<file path="src/rtl/sr_latch_driver.sv">
// sr_latch_driver: sequences writes into an external bank of WIDTH SR latches.
//
// A write is accepted in IDLE. The driver then pulses Reset on the bits that
// must end up 0 (CLEAR) and pulses Set on the bits that must end up 1 (SET).
// Splitting the write over two cycles means Set and Reset are never both high
// on the same bit. After reset release, one INIT cycle clears the whole bank.
//
// Build option: define SR_LATCH_DRIVER_VERIFY_EN to add a VERIFY cycle that
// compares the latch outputs Q against the written word and updates Mismatch.
// Without it, Q is ignored, Mismatch is tied low and Done pulses during SET.
//
// Ports:
//   Clk       in   sole clock, rising edge
//   Rst       in   synchronous active-high reset
//   WrValid   in   write request valid
//   WrData    in   [WIDTH] word to store
//   WrReady   out  driver can accept a write (high in IDLE only)
//   Set       out  [WIDTH] per-bit set command
//   Reset     out  [WIDTH] per-bit reset command
//   En        out  latch bank enable
//   Q         in   [WIDTH] latch outputs, read back in VERIFY
//   Done      out  one-cycle pulse when a write completes
//   Mismatch  out  last verified write read back wrong
//
// All outputs come straight from flops: each one is decoded from the state
// being entered and registered on the same edge as the state.

module sr_latch_driver #(
    parameter int unsigned WIDTH = 4
) (
    input  logic             Clk,
    input  logic             Rst,
    input  logic             WrValid,
    input  logic [WIDTH-1:0] WrData,
    output logic             WrReady,
    output logic [WIDTH-1:0] Set,
    output logic [WIDTH-1:0] Reset,
    output logic             En,
    input  logic [WIDTH-1:0] Q,
    output logic             Done,
    output logic             Mismatch
);

    localparam logic [2:0] st_init   = 3'd0;
    localparam logic [2:0] st_idle   = 3'd1;
    localparam logic [2:0] st_clear  = 3'd2;
    localparam logic [2:0] st_set    = 3'd3;
`ifdef SR_LATCH_DRIVER_VERIFY_EN
    localparam logic [2:0] st_verify = 3'd4;
`endif

    logic [2:0]       state_q, state_d;
    logic             hold_q;
    logic [WIDTH-1:0] data_q, data_d;
    logic [WIDTH-1:0] set_q, set_d;
    logic [WIDTH-1:0] reset_q, reset_d;
    logic             en_q, en_d;
    logic             ready_q, ready_d;
    logic             done_q, done_d;

    // Next state. hold_q marks "just left reset": INIT is parked for one more
    // edge so that the first cycle after release shows the INIT outputs while
    // the cycles spent in reset show all-zero outputs.
    always_comb begin
        state_d = state_q;
        data_d  = data_q;
        case (state_q)
            st_init:  state_d = hold_q ? st_init : st_idle;
            st_idle: begin
                if (WrValid && ready_q) begin
                    data_d  = WrData;
                    state_d = st_clear;
                end
            end
            st_clear: state_d = st_set;
`ifdef SR_LATCH_DRIVER_VERIFY_EN
            st_set:    state_d = st_verify;
            st_verify: state_d = st_idle;
`else
            st_set:    state_d = st_idle;
`endif
            default:  state_d = st_init;
        endcase
    end

    // Output decode of the state being entered; uses data_d so CLEAR already
    // sees the word captured on the accepting edge.
    always_comb begin
        set_d   = '0;
        reset_d = '0;
        en_d    = 1'b0;
        ready_d = 1'b0;
        done_d  = 1'b0;
        case (state_d)
            st_init: begin
                reset_d = '1;
                en_d    = 1'b1;
            end
            st_idle:  ready_d = 1'b1;
            st_clear: begin
                reset_d = ~data_d;
                en_d    = 1'b1;
            end
            st_set: begin
                set_d = data_d;
                en_d  = 1'b1;
`ifndef SR_LATCH_DRIVER_VERIFY_EN
                done_d = 1'b1;
`endif
            end
`ifdef SR_LATCH_DRIVER_VERIFY_EN
            st_verify: done_d = 1'b1;
`endif
            default: ;
        endcase
    end

    always_ff @(posedge Clk) begin
        if (Rst) begin
            state_q <= st_init;
            hold_q  <= 1'b1;
            data_q  <= '0;
            set_q   <= '0;
            reset_q <= '0;
            en_q    <= 1'b0;
            ready_q <= 1'b0;
            done_q  <= 1'b0;
        end else begin
            state_q <= state_d;
            hold_q  <= 1'b0;
            data_q  <= data_d;
            set_q   <= set_d;
            reset_q <= reset_d;
            en_q    <= en_d;
            ready_q <= ready_d;
            done_q  <= done_d;
        end
    end

`ifdef SR_LATCH_DRIVER_VERIFY_EN
    logic mismatch_q, mismatch_d;

    // Q has settled by the end of VERIFY; the flag then holds until the next
    // VERIFY, surviving later accepts.
    always_comb begin
        mismatch_d = mismatch_q;
        if (state_q == st_verify) begin
            mismatch_d = (Q != data_q);
        end
    end

    always_ff @(posedge Clk) begin
        if (Rst) begin
            mismatch_q <= 1'b0;
        end else begin
            mismatch_q <= mismatch_d;
        end
    end

    assign Mismatch = mismatch_q;
`else
    logic unused_q;
    assign unused_q = ^Q;
    assign Mismatch = 1'b0;
`endif

    assign WrReady = ready_q;
    assign Set     = set_q;
    assign Reset   = reset_q;
    assign En      = en_q;
    assign Done    = done_q;

endmodule

</file>
<file path="config.mk">
export PLATFORM = sky130hd
export DESIGN_NAME = sr_latch_driver
export DESIGN_NICKNAME = d
export VERILOG_FILES = /design/src/rtl/sr_latch_driver.sv
export SDC_FILE = /design/constraint.sdc
export NUM_CORES = 1
export LEC_CHECK = 0
export CAP_MARGIN = 0
export CORE_MARGIN = 2
export CORE_UTILIZATION = 30
export DETAILED_ROUTE_END_ITERATION = 8
export PLACE_DENSITY = 0.52
export REMOVE_ABC_BUFFERS = 1
export SKIP_CTS_REPAIR_TIMING = 1
export SLEW_MARGIN = 5
export SYNTH_ARGS = -nofsm -noshare
export SYNTH_HDL_FRONTEND = slang
export SYNTH_SLANG_ARGS = --single-unit
</file>
<file path="constraint.sdc">
create_clock -name Clk -period 1.06 [get_ports Clk]
set_input_delay 0.318 -clock Clk [delete_from_list [all_inputs] [get_ports Clk]]
set_output_delay 0.318 -clock Clk [all_outputs]
set_load 0.01 [all_outputs]
</file>
==> insert_results.sql, run 1 <==
INSERT INTO impl_metrics (metric_group, metric, value, unit) VALUES
('layout', 'post-route-cell-area', '983', 'um^2'),
('run_status', 'result_of_the_run', 'finished with violations', ''),
('synthesis', 'synthCells', '62', ''),
('run_status', 'failed_checks', 'negative setup slack', ''),
('routing', 'drtAntennaViolNets', '0', ''),
('pwr', 'logic_gate_share_of_total_power', '0.105', ''),
('place', 'final_weighted_congestion_of_routability_driven_global_placement', '0.651', ''),
('die', 'vertical_die_dimension', '52.1', 'um'),
('routing', 'viasPerCell', '4.34', ''),
('synthesis', 'synthDistinctLibCells', '20', ''),
('global_routing', 'maximum_number_of_pins_on_one_net_before_global_route_repair', '16', ''),
('die', 'die-area', '0.00272', 'mm^2'),
('clock_network', 'tritoncts_buffers', '3', ''),
('timing', 'final_min_period_over_clock_period', '1.05', ''),
('place', 'place_area', '941', 'um^2'),
('layout', 'area.growth.synth_to_final', '41.6', '%'),
('min_path', 'hold_depth', '2', ''),
('die', 'floorplan.initialDensity', '0.317', ''),
('layout', 'share_of_layout_cells_above_drive_strength_1', '0.389', ''),
('die', 'rows', '17', ''),
('global_routing', 'grt_first_pass_wirelength', '1790', 'um'),
('timing', 'fmax', '899', 'MHz'),
('layout', 'nets', '102', ''),
('global_routing', 'antenna_found_initial', '0', ''),
('worst_setup_path', 'worst_r2r_path_depth', '4', ''),
('timing', 'report.final.setup_viol', '8', ''),
('worst_setup_path', 'crit-reg2reg-launch', 'WrReady', ''),
('min_path', 'hold_class', 'input pin to flip-flop', ''),
('pwr', 'power.sequential.fraction', '0.605', ''),
('pwr', 'ir_drop', '0.000517', 'V'),
('die', 'ios', '23', ''),
('pwr', 'leakagePower', '0.427', 'nW'),
('synthesis', 'avgSynthCellArea', '11.2', 'um^2'),
('clock_network', 'cts.sinks', '19', ''),
('worst_setup_path', 'crit_type', 'flip-flop to flip-flop', ''),
('routing', 'drt_iter0_drc', '4', ''),
('pwr', 'cell_internal_pwr', '0.000959', 'W'),
('worst_setup_path', 'worst_setup_path_start_kind', 'flip-flop', ''),
('worst_setup_path', 'rrSetupSlack', '-0.05', 'ns'),
('routing', 'first_pass_iteration_count_of_the_detailed_router', '3', ''),
('worst_setup_path', 'timing.critical_path.slowest_stage_cell', 'sky130_fd_sc_hd__dfxtp_2', ''),
('layout', 'ant_diodes', '0', ''),
('timing', 'finalMaxSlewViolations', '0', ''),
('layout', 'fillers', '221', ''),
('timing', 'finalCriticalPeriod', '1.11', 'ns'),
('routing', 'drc', '0', ''),
('routing', 'routed_wl', '1160', 'um'),
('timing', 'final.setup.worst_slack', '-0.0528', 'ns'),
('worst_setup_path', 'timing.critical_path.required', '1.28', 'ns'),
('worst_setup_path', 'worst-path-max-fanout', '4', ''),
('place', 'place.port_buffers', '17', ''),
('routing', 'post_drt_wl_per_cell', '9.83', 'um'),
('place', 'place_inst', '111', ''),
('die', 'chipWidth', '52.1', 'um'),
('pwr', 'sw_frac_of_total', '0.226', ''),
('timing', 'final.setup_skew', '0.00386', 'ns'),
('layout', 'final_core_util', '0.449', ''),
('synthesis', 'ys.warnings.count', '0', ''),
('clock_network', 'worstSkewPairLatency', '0.29', 'ns'),
('pwr', 'pwr-share-clk', '0.290', ''),
('worst_setup_path', 'timing.critical_path.slowest_cell_delay', '0.35', 'ns'),
('synthesis', 'synth_seq_area_share', '0.548', ''),
('min_path', 'min_from', 'Rst', ''),
('die', 'placeableCoreArea', '0.00219', 'mm^2'),
('timing', 'grt_setup_unrepaired', 'yes', ''),
('clock_network', 'cts.htree.levels', '1', ''),
('synthesis', 'synth.cell_area', '694', 'um^2'),
('worst_setup_path', 'cp_cell_sequence', 'buf_6 -> nand3_4 -> nor3_4 -> mux2i_1', ''),
('flow_run', 'max-cap-violations', '0', ''),
('global_routing', 'vias_in_the_first_global_route', '438', ''),
('global_routing', 'groute.usage.overall', '0.0926', '');
## worst max-delay path by stage
| stage | end | start | slack (ns) |
|---|---|---|---|
| 2_1_floorplan | data_q[0] | WrReady | 0.03 |
| 3_3_place_gp | data_q[1] | WrValid | -0.46 |
| 3_5_place_dp | data_q[1] | WrValid | -0.50 |
| 4_1_cts | WrReady | WrReady | -0.43 |
| 5_1_grt | data_q[1] | WrReady | -0.14 |
| 6_report | data_q[1] | WrReady | -0.05 |
## metal layers
metal / global-route usage / up-vias / part of all wire
met4: 0.0658 / 0 / 0.012
met3: 0.0316 / 2 / 0.088
li1: - / 262 / -
met1: 0.111 / 234 / 0.44
met2: 0.137 / 14 / 0.45
met5: 0 / - / 0
## cell usage after synthesis
cell | count | area [um^2]
sky130_fd_sc_hd__nand2b_1 | 9 | 56.3
sky130_fd_sc_hd__nor3_4 | 2 | 32.5
sky130_fd_sc_hd__inv_2 | 1 | 3.75
sky130_fd_sc_hd__mux2i_1 | 4 | 40.0
sky130_fd_sc_hd__conb_1 | 1 | 3.75
sky130_fd_sc_hd__nor3_1 | 3 | 15.0
sky130_fd_sc_hd__buf_2 | 1 | 5.00
sky130_fd_sc_hd__o21ba_1 | 1 | 10.0
sky130_fd_sc_hd__a21oi_1 | 1 | 5.00
sky130_fd_sc_hd__or2_1 | 4 | 25.0
sky130_fd_sc_hd__nand2b_2 | 1 | 8.76
sky130_fd_sc_hd__buf_4 | 1 | 7.51
sky130_fd_sc_hd__o21a_1 | 1 | 7.51
sky130_fd_sc_hd__a21oi_2 | 4 | 35.0
sky130_fd_sc_hd__dfxtp_1 | 19 | 380
sky130_fd_sc_hd__nand3_2 | 1 | 10.0
sky130_fd_sc_hd__o22ai_1 | 1 | 6.26
sky130_fd_sc_hd__and2_1 | 5 | 31.3
sky130_fd_sc_hd__nor2_1 | 1 | 3.75
sky130_fd_sc_hd__a21o_1 | 1 | 7.51
## registers in the layout, indices dropped and copies added (netlist names)
name and count:
Set 4, state_q 3, En 1, Reset 4, Done 1, WrReady 1
data_q 4, hold_q 1
## power groups by stage
stage | Combinational [W] | Clock (W) | Sequential, W
after floorplan | 0.0000406 | 0 | 0.000773
after global placement | 0.000138 | 0 | 0.000765
after detailed placement | 0.000137 | 0 | 0.000765
after CTS | 0.000137 | 0.000379 | 0.000748
after global routing | 0.000143 | 0.000403 | 0.000752
final | 0.000131 | 0.000359 | 0.000750
## kinds of logic after synthesis
family | count (synthesis) | share of synthesized area
AOI/OAI and AO/OA | 9 | 0.103
muxes | 4 | 0.0577
buffers and inverters | 3 | 0.0234
other | 1 | 0.00540
and+or+nand+nor | 26 | 0.263
DFF | 19 | 0.548
## through the flow
stage / power (W) / TNS, ns
finish: 0.00124 / -0.243
detailed placement: 0.000901 / -6.86
CTS: 0.00126 / -5.44
global route: 0.00130 / -0.969
floorplan: 0.000814 / 0
global placement: 0.000903 / -6.79
## critical path, delay by kind of cell, from the launching register on
family                 cells  cell delay [ns]
buffers and inverters      1             0.09
DFF                        1             0.35
muxes                      1             0.22
and+or+nand+nor            2             0.38
## placed cells by master, fill, tap and decap left out, types with 4 or more instances in the layout
cell type / Yosys / final
sky130_fd_sc_hd__a21oi_2: 4 / 4
sky130_fd_sc_hd__buf_4: 1 / 6
sky130_fd_sc_hd__buf_2: 1 / 9
sky130_fd_sc_hd__dfxtp_1: 19 / 15
sky130_fd_sc_hd__and2_1: 5 / 5
sky130_fd_sc_hd__or2_1: 4 / 4
sky130_fd_sc_hd__nand2b_1: 9 / 9
sky130_fd_sc_hd__clkdlybuf4s50_1: 0 / 4
sky130_fd_sc_hd__mux2i_1: 4 / 4
## final cells by class
| class | count | area (um^2) | area share |
|---|---|---|---|
| Clock buffer | 4 | 26.3 | 0.0267 |
| Inverter | 1 | 3.75 | 0.00382 |
| Multi-Input combinational cell | 41 | 320 | 0.326 |
| Sequential cell | 19 | 388 | 0.394 |
| Tap cell | 28 | 35.0 | 0.0356 |
| Timing Repair Buffer | 25 | 210 | 0.214 |
(Power assumes the default switching activity.)
==> inputs of run 2 (changes only) <==
--- a/config.mk
+++ b/config.mk
@@ -5,11 +5,12 @@
 export SDC_FILE = /design/constraint.sdc
 export NUM_CORES = 1
 export LEC_CHECK = 0
+export ABC_AREA = 1
 export CAP_MARGIN = 0
 export CORE_MARGIN = 2
 export CORE_UTILIZATION = 30
 export DETAILED_ROUTE_END_ITERATION = 8
-export PLACE_DENSITY = 0.52
+export PLACE_DENSITY = 0.53
 export REMOVE_ABC_BUFFERS = 1
 export SKIP_CTS_REPAIR_TIMING = 1
 export SLEW_MARGIN = 5
==> constraint.sdc (replaced) <==
create_clock -name Clk -period 1.06 [get_ports Clk]
set_input_delay 0.318 -clock Clk [delete_from_list [all_inputs] [get_ports Clk]]
set_output_delay 0.318 -clock Clk [all_outputs]
set_load 0.02 [all_outputs]
==> insert_results.sql, run 2 <==
INSERT INTO impl_metrics (metric_group, metric, value, unit) VALUES
('routing', 'drc', '0', ''),
('routing', 'viasPerCell', '4.40', ''),
('timing', 'report.final.setup_viol', '10', ''),
('timing', 'final.setup_skew', '0.00815', 'ns'),
('synthesis', 'synthFlopType', 'sky130_fd_sc_hd__dfxtp_1', ''),
('layout', 'layout_commonest_cell', 'sky130_fd_sc_hd__nand2_1', ''),
('synthesis', 'number_of_storage_elements_in_the_synthesis_netlist', '19', ''),
('timing', 'final.setup.worst_slack', '-0.0575', 'ns'),
('min_path', 'hold_class', 'input pin to flip-flop', ''),
('worst_setup_path', 'crit_type', 'flip-flop to output pin', ''),
('place', 'pre_cts_slack', '-0.433', 'ns'),
('die', 'floorplan.initialDensity', '0.312', ''),
('clock_network', 'cts.sinks', '19', ''),
('routing', 'count_of_vias_placed_by_the_detailed_router', '629', ''),
('synthesis', 'synth_seq_area_share', '0.557', ''),
('layout', 'mostFrequentLayoutCells', 'sky130_fd_sc_hd__nand2_1, sky130_fd_sc_hd__dfxtp_2, sky130_fd_sc_hd__buf_6, sky130_fd_sc_hd__a21oi_1, sky130_fd_sc_hd__inv_1', ''),
('place', 'final_weighted_congestion_of_routability_driven_global_placement', '0.727', ''),
('clock_network', 'cts_tree', 'yes', ''),
('die', 'vertical_die_dimension', '51.7', 'um'),
('global_routing', 'grt_first_pass_wirelength', '2370', 'um'),
('clock_network', 'cts.htree.levels', '1', ''),
('flow_run', 'max-cap-violations', '0', ''),
('routing', 'drt_iter0_drc', '9', ''),
('place', 'post-dp-hpwl', '1050', 'um'),
('layout', 'area.growth.synth_to_final', '52.2', '%'),
('global_routing', 'antenna_found_initial', '0', ''),
('layout', 'share_of_layout_cells_above_drive_strength_1', '0.426', ''),
('pwr', 'power_density', '1230', 'mW/mm^2'),
('clock_network', 'max-clock-path-buffers', '2', ''),
('routing', 'detailroute.wirelength.met2', '682', 'um'),
('synthesis', 'yosys.area.top_type', 'sky130_fd_sc_hd__dfxtp_1', ''),
('die', 'placeableCoreArea', '0.00219', 'mm^2'),
('synthesis', 'synthCells', '86', ''),
('timing', 'fmax', '895', 'MHz'),
('timing', 'hold_viol', '0', ''),
('routing', 'topRoutingLayerUsed', 'met4', ''),
('routing', 'routed_wl', '1560', 'um'),
('timing', 'grt_setup_unrepaired', 'yes', ''),
('die', 'die-area', '0.00267', 'mm^2'),
('global_routing', 'global_route.overflow_total', '0', ''),
('run_status', 'result_of_the_run', 'finished with violations', ''),
('routing', 'post_drt_wl_per_cell', '10.9', 'um'),
('clock_network', 'clockRootBuffer', 'sky130_fd_sc_hd__clkbuf_4', ''),
('global_routing', 'maximum_number_of_pins_on_one_net_before_global_route_repair', '12', ''),
('pwr', 'sw_frac_of_total', '0.252', ''),
('die', 'rows', '17', ''),
('synthesis', 'synthMostInstantiatedCell', 'sky130_fd_sc_hd__nand2_1', ''),
('worst_setup_path', 'worst-path-max-fanout', '3', ''),
('synthesis', 'ys.warnings.count', '0', ''),
('worst_setup_path', 'cpLargestDelayFamily', 'flip-flops', ''),
('timing', 'final_min_period_over_clock_period', '1.05', ''),
('routing', 'drtAntennaViolNets', '0', ''),
('die', 'chipWidth', '51.7', 'um'),
('clock_network', 'tritoncts_buffers', '3', ''),
('pwr', 'cell_internal_pwr', '0.000958', 'W'),
('worst_setup_path', 'cp-end-kind', 'output pin', ''),
('worst_setup_path', 'cp_cell_sequence', 'buf_6', ''),
('global_routing', 'groute.usage.overall', '0.123', ''),
('pwr', 'power.sequential.fraction', '0.587', ''),
('die', 'ios', '23', ''),
('worst_setup_path', 'arrival', '0.80', 'ns'),
('worst_setup_path', 'timing.critical_path.slowest_stage_cell', 'sky130_fd_sc_hd__dfxtp_4', ''),
('synthesis', 'synthDistinctLibCells', '15', ''),
('timing', 'final.setup.tns', '-0.130', 'ns'),
('place', 'place.port_buffers', '17', ''),
('run_status', 'failed_checks', 'negative setup slack', ''),
('routing', 'met1_length', '776', 'um'),
('layout', 'final_core_util', '0.475', ''),
('pwr', 'leakagePower', '0.480', 'nW'),
('synthesis', 'post_synthesis_async_set_or_reset_flop_share', '0', ''),
('pwr', 'pwr-share-clk', '0.286', ''),
('worst_setup_path', 'worst_setup_path_start_kind', 'flip-flop', ''),
('timing', 'finalCriticalPeriod', '1.12', 'ns'),
('clock_network', 'clkTransAtPathRegs', '0.11', 'ns'),
('worst_setup_path', 'timing.critical_path.slowest_cell_delay', '0.39', 'ns'),
('synthesis', 'synth.cell_area', '683', 'um^2'),
('worst_setup_path', 'cp.buffers_inverters', '1', ''),
('routing', 'first_pass_iteration_count_of_the_detailed_router', '4', ''),
('synthesis', 'largest_cells_by_area_after_synthesis', 'sky130_fd_sc_hd__dfxtp_1, sky130_fd_sc_hd__nand2_1, sky130_fd_sc_hd__a21oi_1', ''),
('global_routing', 'vias_in_the_first_global_route', '580', ''),
('routing', 'route.met3.wl', '88', 'um'),
('timing', 'finalMaxSlewViolations', '0', ''),
('synthesis', 'synth_top_cell_area_share', '0.557', ''),
('pwr', 'p_sw', '0.000323', 'W'),
('worst_setup_path', 'timing.critical_path.required', '0.74', 'ns'),
('layout', 'ant_diodes', '0', ''),
('pwr', 'logic_gate_share_of_total_power', '0.127', ''),
('pwr', 'ir_drop', '0.000875', 'V'),
('synthesis', 'avgSynthCellArea', '7.94', 'um^2'),
('clock_network', 'worstSkewPairLatency', '0.30', 'ns'),
('layout', 'nets', '127', ''),
('synthesis', 'synthTopCellsByCount', 'sky130_fd_sc_hd__nand2_1, sky130_fd_sc_hd__dfxtp_1, sky130_fd_sc_hd__a21oi_1, sky130_fd_sc_hd__inv_1, sky130_fd_sc_hd__nand3_1', ''),
('synthesis', 'edff_count_synth', '0', '');
run 2: cell count changes after synthesis, sizes merged, moves of 7 or more:
cell | before | now
nand2 | 0 | 22
inv | 1 | 13
nand2b | 10 | 0
a21oi | 5 | 12
run 2: per-stage QoR:
step | hold WS [ns] | instances | cell area, um^2 | total power [W]
after floorplan | 0.346 | 85 | 674 | 0.000826
after CTS | 0.498 | 141 | 960 | 0.00128
after detailed placement | 0.482 | 137 | 932 | 0.000916
after global placement | 0.476 | 137 | 932 | 0.000916
after global routing | 0.195 | 143 | 1040 | 0.00134
final | 0.218 | 143 | 1040 | 0.00128
run 2: path summary, 6_finish.rpt:
check	from	end	slack, ns	depth (start not counted)
min reg2reg	data_q[3]	Set[3]	0.48	2
max reg2reg	WrReady	En	0.07	6
min	Rst	hold_q	0.22	1
max	WrReady	WrReady	-0.06	1
run 2: power groups by stage:
stage / Sequential [W] / Clock [W] / Combinational [W]
2_1_floorplan: 0.000782 / 0 / 0.0000435
3_3_place_gp: 0.000763 / 0 / 0.000153
3_5_place_dp: 0.000763 / 0 / 0.000152
4_1_cts: 0.000748 / 0.000382 / 0.000154
5_1_grt: 0.000755 / 0.000412 / 0.000175
6_report: 0.000752 / 0.000366 / 0.000163
run 2: cell type report:
| class | instances | area [um^2] |
|---|---|---|
| sequential | 19 | 403 |
| multi-input combinational | 54 | 277 |
| clock buffer | 3 | 22.5 |
| fill | 232 | 1150 |
| tap | 28 | 35.0 |
| timing repair buffer | 25 | 249 |
| inverter | 13 | 48.8 |
| clock inverter | 1 | 5.00 |
run 2: cell families (layout without fill, tap and decap cells):
group                  after synthesis  in the layout  synth area share
and+or+nand+nor                     34             35             0.212
DFF                                 19             19             0.557
other                                1              2           0.00549
AOI/OAI and AO/OA                   17             17             0.136
buffers and inverters               15             42            0.0897
run 2: metal layers:
| metal | global-route usage | vias up |
|---|---|---|
| met3 | 0.0603 | 2 |
| met5 | 0 | - |
| li1 | - | 327 |
| met4 | 0.0395 | 0 |
| met2 | 0.197 | 14 |
| met1 | 0.142 | 286 |
